===== src/rtl/seq_div_if.sv =====
// seq_div_if: handshake and data bundle for the sequential signed divider.
//   master : drives start, n (dividend), d (divisor); observes results
//   slave  : the divider; drives q, r, rdy, busy, dz, ovf
interface seq_div_if #(
  parameter int WIDTH = 8
);
  logic                 start;
  logic [2*WIDTH-1:0]   n;
  logic [WIDTH-1:0]     d;
  logic [2*WIDTH-1:0]   q;
  logic [WIDTH-1:0]     r;
  logic                 rdy;
  logic                 busy;
  logic                 dz;
  logic                 ovf;

  modport master (
    output start, n, d,
    input  q, r, rdy, busy, dz, ovf
  );

  modport slave (
    input  start, n, d,
    output q, r, rdy, busy, dz, ovf
  );
endinterface


===== src/rtl/seq_div.sv =====
// seq_div: sequential signed divider, 2*WIDTH-bit dividend by WIDTH-bit divisor.
// Restoring shift-subtract on magnitudes, one quotient bit per clock, signs
// applied in a final fix-up cycle.
//   clk   : clock, rising edge
//   reset : asynchronous, active-high
//   bus   : seq_div_if slave (start/n/d in; q/r/rdy/busy/dz/ovf out)
//
// state | meaning
// IDLE  | waiting for start, outputs reset values
// RUN   | shifting/subtracting, one quotient bit per edge
// FIX   | apply signs, flag overflow/divide-by-zero, raise rdy
// DONE  | result held until the next accepted start
module seq_div #(
  parameter int WIDTH    = 8,
  parameter int CTRWIDTH = 5
) (
  input  logic      clk,
  input  logic      reset,
  seq_div_if.slave  bus
);
  localparam int NW = 2 * WIDTH;

  typedef enum logic [1:0] {IDLE, RUN, FIX, DONE} state_t;

  state_t                state;
  logic                  sign_n;
  logic                  sign_d;
  logic [NW-1:0]         dvd;      // dividend magnitude, becomes quotient magnitude
  logic [WIDTH-1:0]      dmag;
  logic [WIDTH:0]        rem;      // partial remainder
  logic [CTRWIDTH-1:0]   ctr;
  logic                  dz_pend;

  logic [WIDTH+1:0]      rem_sh;
  logic [WIDTH+1:0]      trial;
  logic [NW-1:0]         n_abs;
  logic [WIDTH-1:0]      d_abs;

  always_comb begin
    rem_sh = {rem, dvd[NW-1]};
    // Top bit of trial is the borrow: set when the shifted remainder < |d|.
    trial  = rem_sh - {2'b00, dmag};
    n_abs  = bus.n[NW-1] ? -bus.n : bus.n;
    d_abs  = bus.d[WIDTH-1] ? -bus.d : bus.d;
  end

  always_ff @(posedge clk or posedge reset) begin
    if (reset) begin
      state    <= IDLE;
      sign_n   <= 1'b0;
      sign_d   <= 1'b0;
      dvd      <= '0;
      dmag     <= '0;
      rem      <= '0;
      ctr      <= '0;
      dz_pend  <= 1'b0;
      bus.q    <= '0;
      bus.r    <= '0;
      bus.rdy  <= 1'b0;
      bus.busy <= 1'b0;
      bus.dz   <= 1'b0;
      bus.ovf  <= 1'b0;
    end else begin
      case (state)
        IDLE, DONE: begin
          if (bus.start) begin
            sign_n   <= bus.n[NW-1];
            sign_d   <= bus.d[WIDTH-1];
            dvd      <= n_abs;
            dmag     <= d_abs;
            rem      <= '0;
            ctr      <= '0;
            dz_pend  <= (bus.d == '0);
            bus.rdy  <= 1'b0;
            bus.busy <= 1'b1;
            bus.dz   <= 1'b0;
            bus.ovf  <= 1'b0;
            state    <= (bus.d == '0) ? FIX : RUN;
          end
        end

        RUN: begin
          if (trial[WIDTH+1]) begin
            rem <= rem_sh[WIDTH:0];
            dvd <= {dvd[NW-2:0], 1'b0};
          end else begin
            rem <= trial[WIDTH:0];
            dvd <= {dvd[NW-2:0], 1'b1};
          end
          ctr <= ctr + 1'b1;
          if (ctr == CTRWIDTH'(NW - 1))
            state <= FIX;
        end

        FIX: begin
          if (dz_pend && ctr == '0) begin
            // Divide-by-zero result is released on the second edge after accept.
            ctr <= ctr + 1'b1;
          end else begin
            if (dz_pend) begin
              bus.q  <= '0;
              bus.r  <= '0;
              bus.dz <= 1'b1;
            end else begin
              bus.q   <= (sign_n ^ sign_d) ? -dvd : dvd;
              bus.r   <= sign_n ? -rem[WIDTH-1:0] : rem[WIDTH-1:0];
              // Only -2^(NW-1) / -1 produces an unrepresentable positive quotient.
              bus.ovf <= (dvd == {1'b1, {(NW-1){1'b0}}}) && (sign_n == sign_d);
            end
            bus.rdy  <= 1'b1;
            bus.busy <= 1'b0;
            state    <= DONE;
          end
        end

        default: state <= IDLE;
      endcase
    end
  end
endmodule


===== src/flat_wrapper.sv =====
// flat-port wrapper written by rule: the top's interface ports become plain ports
module seq_div_flat 
#(
  parameter int WIDTH    = 8,
  parameter int CTRWIDTH = 5
)
  (clk, reset, bus_start, bus_n, bus_d, bus_q, bus_r, bus_rdy, bus_busy, bus_dz, bus_ovf);
  seq_div_if #(.WIDTH(WIDTH)) bus_i ();
  input  logic clk;
  input  logic reset;
  input wire logic [$bits(bus_i.start)-1:0] bus_start;
  input wire logic [$bits(bus_i.n)-1:0] bus_n;
  input wire logic [$bits(bus_i.d)-1:0] bus_d;
  output wire logic [$bits(bus_i.q)-1:0] bus_q;
  output wire logic [$bits(bus_i.r)-1:0] bus_r;
  output wire logic [$bits(bus_i.rdy)-1:0] bus_rdy;
  output wire logic [$bits(bus_i.busy)-1:0] bus_busy;
  output wire logic [$bits(bus_i.dz)-1:0] bus_dz;
  output wire logic [$bits(bus_i.ovf)-1:0] bus_ovf;
  assign bus_i.start = bus_start;
  assign bus_i.n = bus_n;
  assign bus_i.d = bus_d;
  assign bus_q = bus_i.q;
  assign bus_r = bus_i.r;
  assign bus_rdy = bus_i.rdy;
  assign bus_busy = bus_i.busy;
  assign bus_dz = bus_i.dz;
  assign bus_ovf = bus_i.ovf;
  seq_div #(.WIDTH(WIDTH), .CTRWIDTH(CTRWIDTH)) u_core (.clk(clk), .reset(reset), .bus(bus_i));
endmodule

===== config.mk =====
export PLATFORM = sky130hd
export DESIGN_NAME = seq_div_flat
export DESIGN_NICKNAME = d
export VERILOG_FILES = /design/src/rtl/seq_div_if.sv /design/src/rtl/seq_div.sv /design/src/flat_wrapper.sv
export SDC_FILE = /design/constraint.sdc
export NUM_CORES = 1
export LEC_CHECK = 0
export CAP_MARGIN = 0
export CORE_MARGIN = 8
export CORE_UTILIZATION = 54
export DETAILED_ROUTE_END_ITERATION = 10
export MAX_ROUTING_LAYER = met4
export PLACE_DENSITY = 0.85
export SLEW_MARGIN = 20
export SYNTH_ARGS = -nofsm -noshare
export SYNTH_HDL_FRONTEND = slang
export SYNTH_SLANG_ARGS = --single-unit

===== constraint.sdc =====
create_clock -name clk -period 2.65 [get_ports clk]
set_input_delay 0.53 -clock clk [delete_from_list [all_inputs] [get_ports clk]]
set_output_delay 0.53 -clock clk [all_outputs]
set_load 0.01 [all_outputs]

# Word-level counts from Yosys, hierarchy flattened
# Index checks and enable logic that the tools add are counted.
# word_totals
regBits,71
latch_bits,0
mem_bits_rw,0
romBits,0
inputBits,27
output_inout_bits,28
elab_cells,82
memories,0
# op_classes
n_addsub,6
mul,0
div,0
n_lt_le_gt_ge,0
n_eq_ne,12
shift,0
n_mux,32
bitwise,2
reduce_logical,16
# ops
op,n
16-bit 2-to-1 mux,4
16-bit negation,2
16-bit case mux with 2 select lines,1
8-bit 2-to-1 mux,3
9-bit 2-to-1 mux,2
9-bit case mux with 2 select lines,1
"16-bit == test, second input constant",1
8-bit negation,2
5-bit case mux with 3 select lines,1
5-bit 2-to-1 mux,2
10-bit by 8-bit subtractor with 10-bit output,1
1-bit 2-to-1 mux,9
8-bit zero test,1
2-bit 2-to-1 mux,4
1-bit case mux with 2 select lines,4
2-bit AND reduction,4
4-bit AND reduction,2
"2-bit by 1-bit != test with 1-bit output, second input constant",3
"2-bit != test, second input constant",3
2-bit case mux with 3 select lines,1
3-bit AND reduction,2
"5-bit by 1-bit adder with 5-bit output, second input constant",1
"5-bit by 4-bit == test with 1-bit output, second input constant",1
5-bit zero test,1
other kinds (9),12

# Logic depth before layout (Yosys ltp)
# Gate-level depths: netlist (run 1).
# depth
word_depth,5
depth_mapped,10

# Worst setup path before layout (run 1)
# OpenSTA, ideal clock, no wires.
# synth_path
kind,reg2reg
from,reg u_core.dvd[15]
to,reg u_core.rem[8]
setup_ns,0.128
arrival_ns,2.023
slack_ns,0.498
path_stages_with_launch,11
path_buffers,0
cell_sequence,dfrtp_1 inv_1 ha_1 inv_1 fa_1 a211oi_1 o21ai_0 a21o_1 a21oi_1 a2bb2oi_1 o21ai_0
# synth_between
elab_chain_len,3
# synth_rtl
element,line_no,source
from (decl),seq_div.sv:28,logic [NW-1:0] dvd;
from (signal assigned),seq_div.sv:69,dvd <= n_abs;
from (signal assigned),seq_div.sv:85,"dvd <= {dvd[NW-2:0], 1'b0};"
from (signal assigned),seq_div.sv:88,"dvd <= {dvd[NW-2:0], 1'b1};"
10-bit by 8-bit subtractor with 10-bit output,seq_div.sv:42,"trial = rem_sh - {2'b00, dmag};"
9-bit 2-to-1 mux,seq_div.sv:83,if (trial[WIDTH+1]) begin
9-bit case mux with 2 select lines,seq_div.sv:64,case (state)
to (signal assigned),seq_div.sv:84,rem <= rem_sh[WIDTH:0];
to (signal assigned),seq_div.sv:87,rem <= trial[WIDTH:0];
to (decl),seq_div.sv:30,logic [WIDTH:0] rem;
# Every way passes these cells.
# A chain may end at the register's enable or synchronous reset.

# Worst setup path after layout (run 1)
# layout_path
from,reg u_core.rem[0]
to,reg u_core.rem[0]
# layout_between
elab_chain_len,3
# layout_rtl
element,line_no
10-bit by 8-bit subtractor with 10-bit output,seq_div.sv:42
9-bit 2-to-1 mux,seq_div.sv:83
9-bit case mux with 2 select lines,seq_div.sv:64
# Every way passes these cells.

==> results of run 1 <==
synth_stat cells, types with 2 or more instances:
library cell	count	share of area [%]
a211oi_1	5	0.84
a21boi_0	2	0.34
a21o_1	3	0.51
a21oi_1	29	3.3
a22o_1	2	0.39
a31oi_1	5	0.70
and3_1	4	0.56
buf_1	2	0.17
buf_2	6	0.67
buf_4	2	0.34
buf_6	3	0.76
clkbuf_1	11	0.93
dfrtp_1	71	40
ha_1	17	4.8
inv_1	32	2.7
mux2i_1	16	3.6
nand2_1	75	6.3
nand2b_1	4	0.56
nand3_1	6	0.67
nor2_1	36	3.0
nor2b_1	4	0.56
nor3_1	7	0.79
nor4_2	2	0.56
nor4_4	2	0.96
o211ai_1	2	0.34
o21a_1	2	0.34
o21ai_0	57	6.4
o21ai_1	6	0.67
o22ai_1	5	0.70
o2bb2ai_1	2	0.39
o31ai_1	10	1.7
o41ai_1	2	0.39
or3_1	4	0.56
or3_4	2	0.51
or4_1	2	0.34
xnor2_1	23	4.5
xor2_1	20	3.9
registers in the layout, summed over array words and instances (netlist names):
| register | count |
|---|---|
| u_core.sign_d | 1 |
| u_core.bus.q | 16 |
| u_core.bus.rdy | 1 |
| u_core.dvd | 16 |
| u_core.bus.busy | 1 |
| u_core.bus.ovf | 1 |
| u_core.bus.r | 8 |
| u_core.ctr | 5 |
| u_core.state | 2 |
| u_core.dmag | 8 |
| u_core.bus.dz | 1 |
| u_core.dz_pend | 1 |
| u_core.rem | 9 |
| u_core.sign_n | 1 |
where the power goes:
group | switching [mW] | internal [mW]
Clock | 0.422 | 0.531
Combinational | 2.36 | 1.85
Sequential | 0.496 | 1.57
Total | 3.27 | 3.95
stage by stage:
step | utilization (%) | hold slack, ps | worst slack [ps]
detailed placement | 62.9 | 470 | 228
CTS | 65.6 | 486 | 235
floorplan | - | 449 | 323
global route | 65.7 | 511 | 93.1
global placement | 62.9 | 461 | 271
finish | 65.7 | 480 | 261
kinds of logic (layout without fill, tap and decap cells):
| group | after synthesis | in the layout | share of synthesized area (%) |
|---|---|---|---|
| fa+ha+maj | 18 | 18 | 5.23 |
| mux | 17 | 17 | 3.85 |
| buf+inv | 56 | 113 | 5.57 |
| simple gates | 157 | 157 | 17.1 |
| flops | 71 | 71 | 39.9 |
| compound gates | 145 | 145 | 19.8 |
| xor+xnor | 43 | 43 | 8.46 |
critical path, cell delays in order, from the launching register on:
cell and delay, ps:
dfrtp_1 470, ha_1 320, nor2b_1 260, o2111ai_1 230
a211oi_1 260, and4b_1 220, buf_4 190, mux2i_1 130
a22o_1 200
final timing paths:
kind | start | endpoint | cells past startpoint
min in group asynchronous | reset | u_core.bus.r[3] | 2
setup reg to reg | u_core.rem[0] | u_core.rem[0] | 8
hold reg to reg | u_core.bus.q[10] | u_core.bus.q[10] | 2
hold / removal | u_core.bus.q[10] | u_core.bus.q[10] | 2
max in group asynchronous | reset | u_core.rem[4] | 3
setup / recovery | u_core.rem[0] | u_core.rem[0] | 8
routing by layer:
metal	vias to the layer above	track usage, %	share of wire (%)	wire length (µm)
met1	1867	23.8	43	4610
met3	34	4.56	6.3	671
met2	133	30.6	47	5010
met5	-	-	0	0
li1	1882	-	-	-
met4	0	9.35	3.3	354
area by class of cell:
class / count / share of cell area (%)
well taps: 105 / 2.47
clock buffers: 9 / 2.33
clock inverters: 7 / 1.84
flip-flops and latches: 71 / 33.4
inverters: 32 / 2.26
multi-input cells: 380 / 45.7
repair buffers: 65 / 12.0
==> flow_metrics.py, run 1 <==
metrics = {
    "die": {
        "io-pin-count": 55,
        "die-height_um": 107,
        "start_util_pct": 55.0,
        "dieArea_um2": 11400,
        "die_x_um": 107,
        "coreArea_um2": 8090,
        "rows": 33,
    },
    "drt": {
        "drc": 0,
        "vias": 3916,
        "avgViaCountPerCell": 5.85,
        "wl_per_cell_um": 15.9,
        "ant_nets": 0,
        "wl_mm": 10.6,
        "drt_iter0_drc": 325,
        "drt_first_pass_iters": 7,
    },
    "placement": {
        "io_buffer_count": 54,
        "place_inst": 653,
        "gp_congestion": 0.836,
        "placed_area_um2": 5090,
        "dp_hpwl_mm": 8.07,
    },
    "flow_run": {
        "maxCapViolations": 0,
    },
    "final_layout": {
        "multi_input_area_um2": 2430,
        "layout_commonest_cell": "nand2_1",
        "syn2layout_area_growth_pct": 19.5,
        "stdcell_count": 669,
        "nNetsFinal": 604,
        "seq_area_um2": 1780,
        "antenna_cells": 0,
        "stdcell_area_um2": 5320,
        "layout-drive-gt1-share_pct": 7.09,
        "final_cell_mix": "75 x nand2_1, 71 x dfrtp_1, 57 x o21ai_0, 54 x clkdlybuf4s50_1, 36 x nor2_1",
        "fill_cells": 653,
    },
    "clock_tree": {
        "numCtsBuffers": 9,
        "clock-sinks": 71,
        "ctsResizeCount": 0,
        "holdBufCountCts": 0,
        "clk_latency_ps": 350,
        "cts_buffer_depth": 2,
        "htree_num_levels": 3,
        "clkTransAtPathRegs_ps": 70,
        "cts_root_buffer": "clkbuf_8",
        "cts_setup_buffers": 0,
        "cts_tree": "done",
    },
    "sta": {
        "fmax_mhz": 419,
        "hold_viol": 0,
        "post-route-min-period_ps": 2390,
        "tightest_slew_ps": 841,
        "maxSlewViolCount": 0,
        "setup_viol": 0,
        "fin_crit_sh_pct": 90.2,
        "relSlewSlack_pct": 43.6,
        "rsz0062_at_grt": "no",
        "timing.setup.tns_ps": 0,
        "finalClockSkew_ps": 8.01,
    },
    "global_route": {
        "grt_pass1_wl_mm": 17.9,
        "antenna_found_initial": 0,
        "grt_overflow": 0,
        "grt_max_degree": 45,
        "grt_pass1_vias": 3817,
        "grt_usage_pct": 19.7,
    },
    "setup_path": {
        "cp.arrival_ps": 2630,
        "cp-start-kind": "register",
        "path_max_fanout": 9,
        "rrSetupSlack_ps": 260,
        "endpoint_kind": "register",
        "path_class": "reg -> reg",
        "worstPathRequired_ps": 2890,
    },
    "synth": {
        "async_flop_share_pct": 100,
        "synthFlopType": "dfrtp_1",
        "ys_ff_latch": 71,
        "synthCells": 507,
        "ys_types": 61,
        "yosysWarnings": 0,
        "syn_nets": 552,
        "synth_enable_flop_cells": 0,
        "syn_area_per_cell_um2": 8.78,
        "ys_seq_area_share_pct": 39.9,
        "netlist_area_um2": 4450,
    },
    "status": {
        "status": "completed",
    },
    "pwr": {
        "p_per_area_nw_per_um2": 1360,
        "p_leak_nw": 2.29,
        "p_total_mw": 7.23,
        "peakVddDrop_mv": 0.682,
    },
    "worst_hold_path": {
        "worstHoldPathType": "reg -> reg",
    },
}
No activity file was read; power rests on OpenSTA's default activity.
==> run 2: changes to the inputs <==
CORE_ASPECT_RATIO = 1.2   (was default)
==> run 2 against run 1 <==
Sequential share of layout area fell by 0.086 points. Via count shrank 2.1%. Die area up 0.11%. Cell count shrank 1.6%. Clock skew rose by 3.0 ps.
==> flow_metrics.py, run 2 (synthesis results as in run 1) <==
metrics = {
    "sta": {
        "timing.setup.tns_ps": 0,
        "rsz0062_at_grt": "no",
        "finalClockSkew_ps": 11.0,
        "fmax_mhz": 417,
        "maxSlewViolCount": 0,
        "relSlewSlack_pct": 40.9,
        "fin_crit_sh_pct": 90.6,
        "tightest_slew_ps": 880,
        "setup_viol": 0,
        "hold_viol": 0,
        "post-route-min-period_ps": 2400,
    },
    "setup_path": {
        "regToRegEndpoint": "u_core.rem[1]",
        "reg2reg_depth": 8,
        "worstPathRequired_ps": 2860,
        "path_max_fanout": 9,
        "rrSetupSlack_ps": 250,
        "r2r_start": "u_core.dmag[1]",
        "path_class": "reg -> reg",
        "max_stage_delay_ps": 570,
        "slowest_stage": "and4b_1",
        "cp-start-kind": "register",
        "cp.arrival_ps": 2610,
        "endpoint_kind": "register",
        "path_buf_inv": 1,
        "path_cells": "inv_1 > ha_1 > nor2b_1 > o2111ai_1 > a211oi_1 > and4b_1 > mux2i_1 > o22ai_1",
        "crit_family": "simple AND/OR/NAND/NOR gates",
    },
    "die": {
        "dieArea_um2": 11400,
        "die_x_um": 98.9,
        "die-height_um": 115,
        "io-pin-count": 55,
        "start_util_pct": 55.2,
        "coreArea_um2": 8060,
        "rows": 36,
    },
    "worst_hold_path": {
        "whs_path_depth": 2,
        "worstHoldPathType": "reg -> reg",
        "worstHoldEndpoint": "u_core.bus.q[4]",
        "worstHoldStart": "u_core.bus.q[4]",
    },
    "pwr": {
        "p_leak_nw": 2.31,
        "peakVddDrop_mv": 0.927,
        "p_per_area_nw_per_um2": 1350,
    },
    "drt": {
        "wl_mm": 10.3,
        "avgViaCountPerCell": 5.83,
        "ant_nets": 0,
        "drc": 0,
        "vias": 3833,
        "drt_first_pass_iters": 5,
        "drt_iter0_drc": 329,
        "wl_per_cell_um": 15.7,
    },
    "final_layout": {
        "stdcell_area_um2": 5330,
        "antenna_cells": 0,
        "layout-drive-gt1-share_pct": 6.93,
        "top_regs": "u_core.bus.q: 16 flops, u_core.dvd: 16 flops, u_core.rem: 9 flops",
        "syn2layout_area_growth_pct": 19.8,
        "final_cell_mix": "75 x nand2_1, 71 x dfrtp_1, 57 x o21ai_0, 54 x clkdlybuf4s50_1, 36 x nor2_1",
        "nNetsFinal": 603,
        "layout_commonest_cell": "nand2_1",
    },
    "global_route": {
        "grt_usage_pct": 19.4,
        "grt_max_degree": 72,
        "grt_overflow": 0,
        "antenna_found_initial": 0,
        "grt_pass1_vias": 3769,
        "grt_pass1_wl_mm": 17.7,
    },
    "clock_tree": {
        "numCtsBuffers": 9,
        "cts_tree": "done",
        "cts_setup_buffers": 0,
        "cts_root_buffer": "clkbuf_8",
        "clk_latency_ps": 350,
        "htree_num_levels": 3,
        "ctsResizeCount": 0,
        "holdBufCountCts": 0,
        "clock-sinks": 71,
        "cts_buffer_depth": 2,
        "clkTransAtPathRegs_ps": 80,
    },
    "placement": {
        "dp_hpwl_mm": 7.92,
        "io_buffer_count": 54,
        "gp_congestion": 0.913,
        "placed_area_um2": 5070,
    },
    "status": {
        "status": "completed",
    },
    "flow_run": {
        "maxCapViolations": 0,
    },
}
-- run 2: per-layer routing --
metal  vias to the layer above  share of wire, %  GRT usage (%)  routed length, µm
li1                       1874                 -              -                  -
met1                      1833                43           22.5               4400
met2                       108                50           32.9               5190
met3                        18               5.5           3.97                568
met4                         0               1.5           6.77                157
met5                         -                 0              -                  0
-- run 2: how the worst max path moves through the flow --
stage                        start               to  slack (ps)  cells after the start
floorplan                    reset  u_core.bus.busy         320                      1
global route        u_core.dvd[15]    u_core.rem[8]          70                     10
CTS                 u_core.dvd[15]    u_core.rem[8]         210                     10
global placement          bus_n[4]   u_core.dvd[13]         260                      7
detailed placement        bus_n[4]   u_core.dvd[13]         170                      7
finish              u_core.dmag[1]    u_core.rem[1]         250                      8
-- run 2: area by class of cell --
cell class	count	area, µm²
Sequential cell	71	1780
Clock buffer	11	151
Multi-Input combinational cell	380	2430
Timing Repair Buffer	64	628
Fill cell	621	2730
Clock inverter	5	104
Inverter	32	120
Tap cell	95	119
-- run 2: power by group --
group / switching [mW] / internal, mW
sequential: 0.489 / 1.57
combinational: 2.25 / 1.81
clock: 0.417 / 0.677
-- run 2: stage by stage --
step                std cells  util, %  total power [mW]  worst slack [ps]  hold WS, ps
floorplan                 507        -              4.99               323          449
global placement          642     62.9              5.91               263          463
detailed placement        642     62.9              6.12               171          470
CTS                       658     66.0              7.22               212          485
global route              658     66.1              7.85              69.2          500
finish                    658     66.1              7.22               249          478
-- run 2: worst register-to-register path, stage by stage, from the launching register on --
cell and delay, ps:
dfrtp_1 400, inv_1 100, ha_1 220, nor2b_1 150, o2111ai_1 350, a211oi_1 140, and4b_1 570, mux2i_1 250
o22ai_1 90
==> run 3: changes to the inputs <==
CORE_UTILIZATION = 55   (was 54)
CTS_CLUSTER_DIAMETER = 30   (was default)
PLACE_DENSITY = 0.86   (was 0.85)
==> run 3 against run 2 <==
Combinational power increased by 1%. Highest routed layer unchanged. Hold slack got worse by 110 ps. Via count grew 1.9%. Largest power group unchanged. Fmax rose by 2.0%. Non-clock buffer count is the same. Utilization increased by 0.24 points. Die area fell by 1.6%. Cell count stayed put. Global-route usage up 0.89 points.
==> flow_metrics.py, run 3 (synthesis results as in run 1) <==
metrics = {
    "status": {
        "status": "completed",
    },
    "clock_tree": {
        "cts_tree": "done",
        "holdBufCountCts": 0,
        "numCtsBuffers": 9,
        "cts_root_buffer": "clkbuf_8",
        "clk_latency_ps": 360,
        "cts_buffer_depth": 2,
        "htree_num_levels": 3,
        "clock-sinks": 71,
        "clkTransAtPathRegs_ps": 80,
        "ctsResizeCount": 0,
        "cts_setup_buffers": 0,
    },
    "drt": {
        "drc": 0,
        "drt_first_pass_iters": 6,
        "ant_nets": 0,
        "drt_iter0_drc": 335,
        "avgViaCountPerCell": 5.93,
        "wl_mm": 10.8,
        "vias": 3905,
        "wl_per_cell_um": 16.4,
    },
    "die": {
        "die_x_um": 98.1,
        "dieArea_um2": 11200,
        "coreArea_um2": 7970,
        "start_util_pct": 55.8,
        "rows": 36,
        "io-pin-count": 55,
        "die-height_um": 115,
    },
    "sta": {
        "hold_viol": 0,
        "post-route-min-period_ps": 2350,
        "finalClockSkew_ps": 9.75,
        "fin_crit_sh_pct": 88.8,
        "fmax_mhz": 425,
        "timing.setup.tns_ps": 0,
        "relSlewSlack_pct": 40.0,
        "rsz0062_at_grt": "no",
        "setup_viol": 0,
        "maxSlewViolCount": 0,
        "tightest_slew_ps": 894,
    },
    "pwr": {
        "p_leak_nw": 2.28,
        "seq_power_share_pct": 28.9,
        "power.internal_mw": 3.92,
        "switchingPower_mw": 3.26,
        "sw_frac_of_total_pct": 45.3,
        "power_frac_clock_pct": 13.6,
        "peakVddDrop_mv": 0.867,
        "p_per_area_nw_per_um2": 1360,
        "power_frac_comb_pct": 57.5,
    },
    "setup_path": {
        "path_buf_inv": 2,
        "path_class": "reg -> reg",
        "path_cells": "inv_1 > ha_1 > inv_1 > fa_1 > a211oi_1 > o21ai_0 > a21o_1 > a21oi_1 > a2bb2oi_1 > o21ai_0",
        "cp.depth": 10,
        "rrSetupSlack_ps": 300,
        "regToRegEndpoint": "u_core.rem[8]",
        "endpoint_kind": "register",
        "reg2reg_depth": 10,
        "path_max_fanout": 4,
        "max_stage_delay_ps": 420,
        "slowest_stage": "dfrtp_1",
        "cp-start-kind": "register",
        "cp.arrival_ps": 2600,
        "crit_family": "compound AO/OA/AOI/OAI gates",
        "worstPathRequired_ps": 2890,
        "r2r_start": "u_core.dvd[15]",
    },
    "flow_run": {
        "maxCapViolations": 0,
    },
    "worst_hold_path": {
        "worstHoldPathType": "in -> async",
    },
    "final_layout": {
        "nNetsFinal": 603,
        "layout_commonest_cell": "nand2_1",
        "stdcell_area_um2": 5290,
        "layout-drive-gt1-share_pct": 6.57,
        "syn2layout_area_growth_pct": 18.9,
        "top_regs": "u_core.bus.q: 16 flops, u_core.dvd: 16 flops, u_core.rem: 9 flops",
        "fin_util_pct": 66.4,
        "final_cell_mix": "75 x nand2_1, 71 x dfrtp_1, 57 x o21ai_0, 54 x clkdlybuf4s50_1, 36 x nor2_1",
        "antenna_cells": 0,
    },
    "global_route": {
        "grt_max_degree": 67,
        "grt_overflow": 0,
        "antenna_found_initial": 0,
        "grt_pass1_vias": 3851,
        "grt_pass1_wl_mm": 18.0,
        "grt_usage_pct": 20.3,
    },
    "placement": {
        "gp_congestion": 1.02,
        "dp_hpwl_mm": 8.16,
        "io_buffer_count": 54,
        "placed_area_um2": 5070,
    },
}
## run 3: worst max-delay path by stage
stage,from,slack [ps],endpoint
4_1_cts,u_core.dvd[15],310,u_core.rem[8]
6_report,u_core.dvd[15],300,u_core.rem[8]
2_1_floorplan,reset,320,u_core.bus.busy
3_5_place_dp,bus_n[4],180,u_core.dvd[13]
3_3_place_gp,bus_n[4],270,u_core.dvd[13]
5_1_grt,u_core.rem[0],90,u_core.rem[0]
## run 3: routing by layer
| metal | global-route usage, % | part of all wire, % |
|---|---|---|
| met4 | 7.92 | 2.5 |
| met5 | - | 0 |
| met1 | 23.1 | 42 |
| met2 | 33.7 | 49 |
| met3 | 5.11 | 6.1 |
## run 3: per-stage QoR
step,setup WS [ps],total power [mW],instances,hold slack [ps]
after floorplan,323,4.99,507,449
after global placement,275,5.95,642,464
after detailed placement,175,6.16,642,470
after CTS,307,7.17,658,377
after global routing,86.7,7.79,658,374
final,296,7.18,658,371
## run 3: final cells by class
class	count	area (µm²)
flip-flops and latches	71	1780
inverters	32	120
repair buffers	64	628
clock inverters	6	92.6
clock buffers	10	128
multi-input cells	380	2430
fillers	656	2680
well taps	95	119
## run 3: power by group through the flow
stage / logic (mW) / registers, mW / clock network (mW)
3_5_place_dp: 4.08 / 2.08 / 0
3_3_place_gp: 3.90 / 2.05 / 0
5_1_grt: 4.60 / 2.14 / 1.04
4_1_cts: 4.12 / 2.06 / 0.982
6_report: 4.13 / 2.07 / 0.978
2_1_floorplan: 3.01 / 1.99 / 0
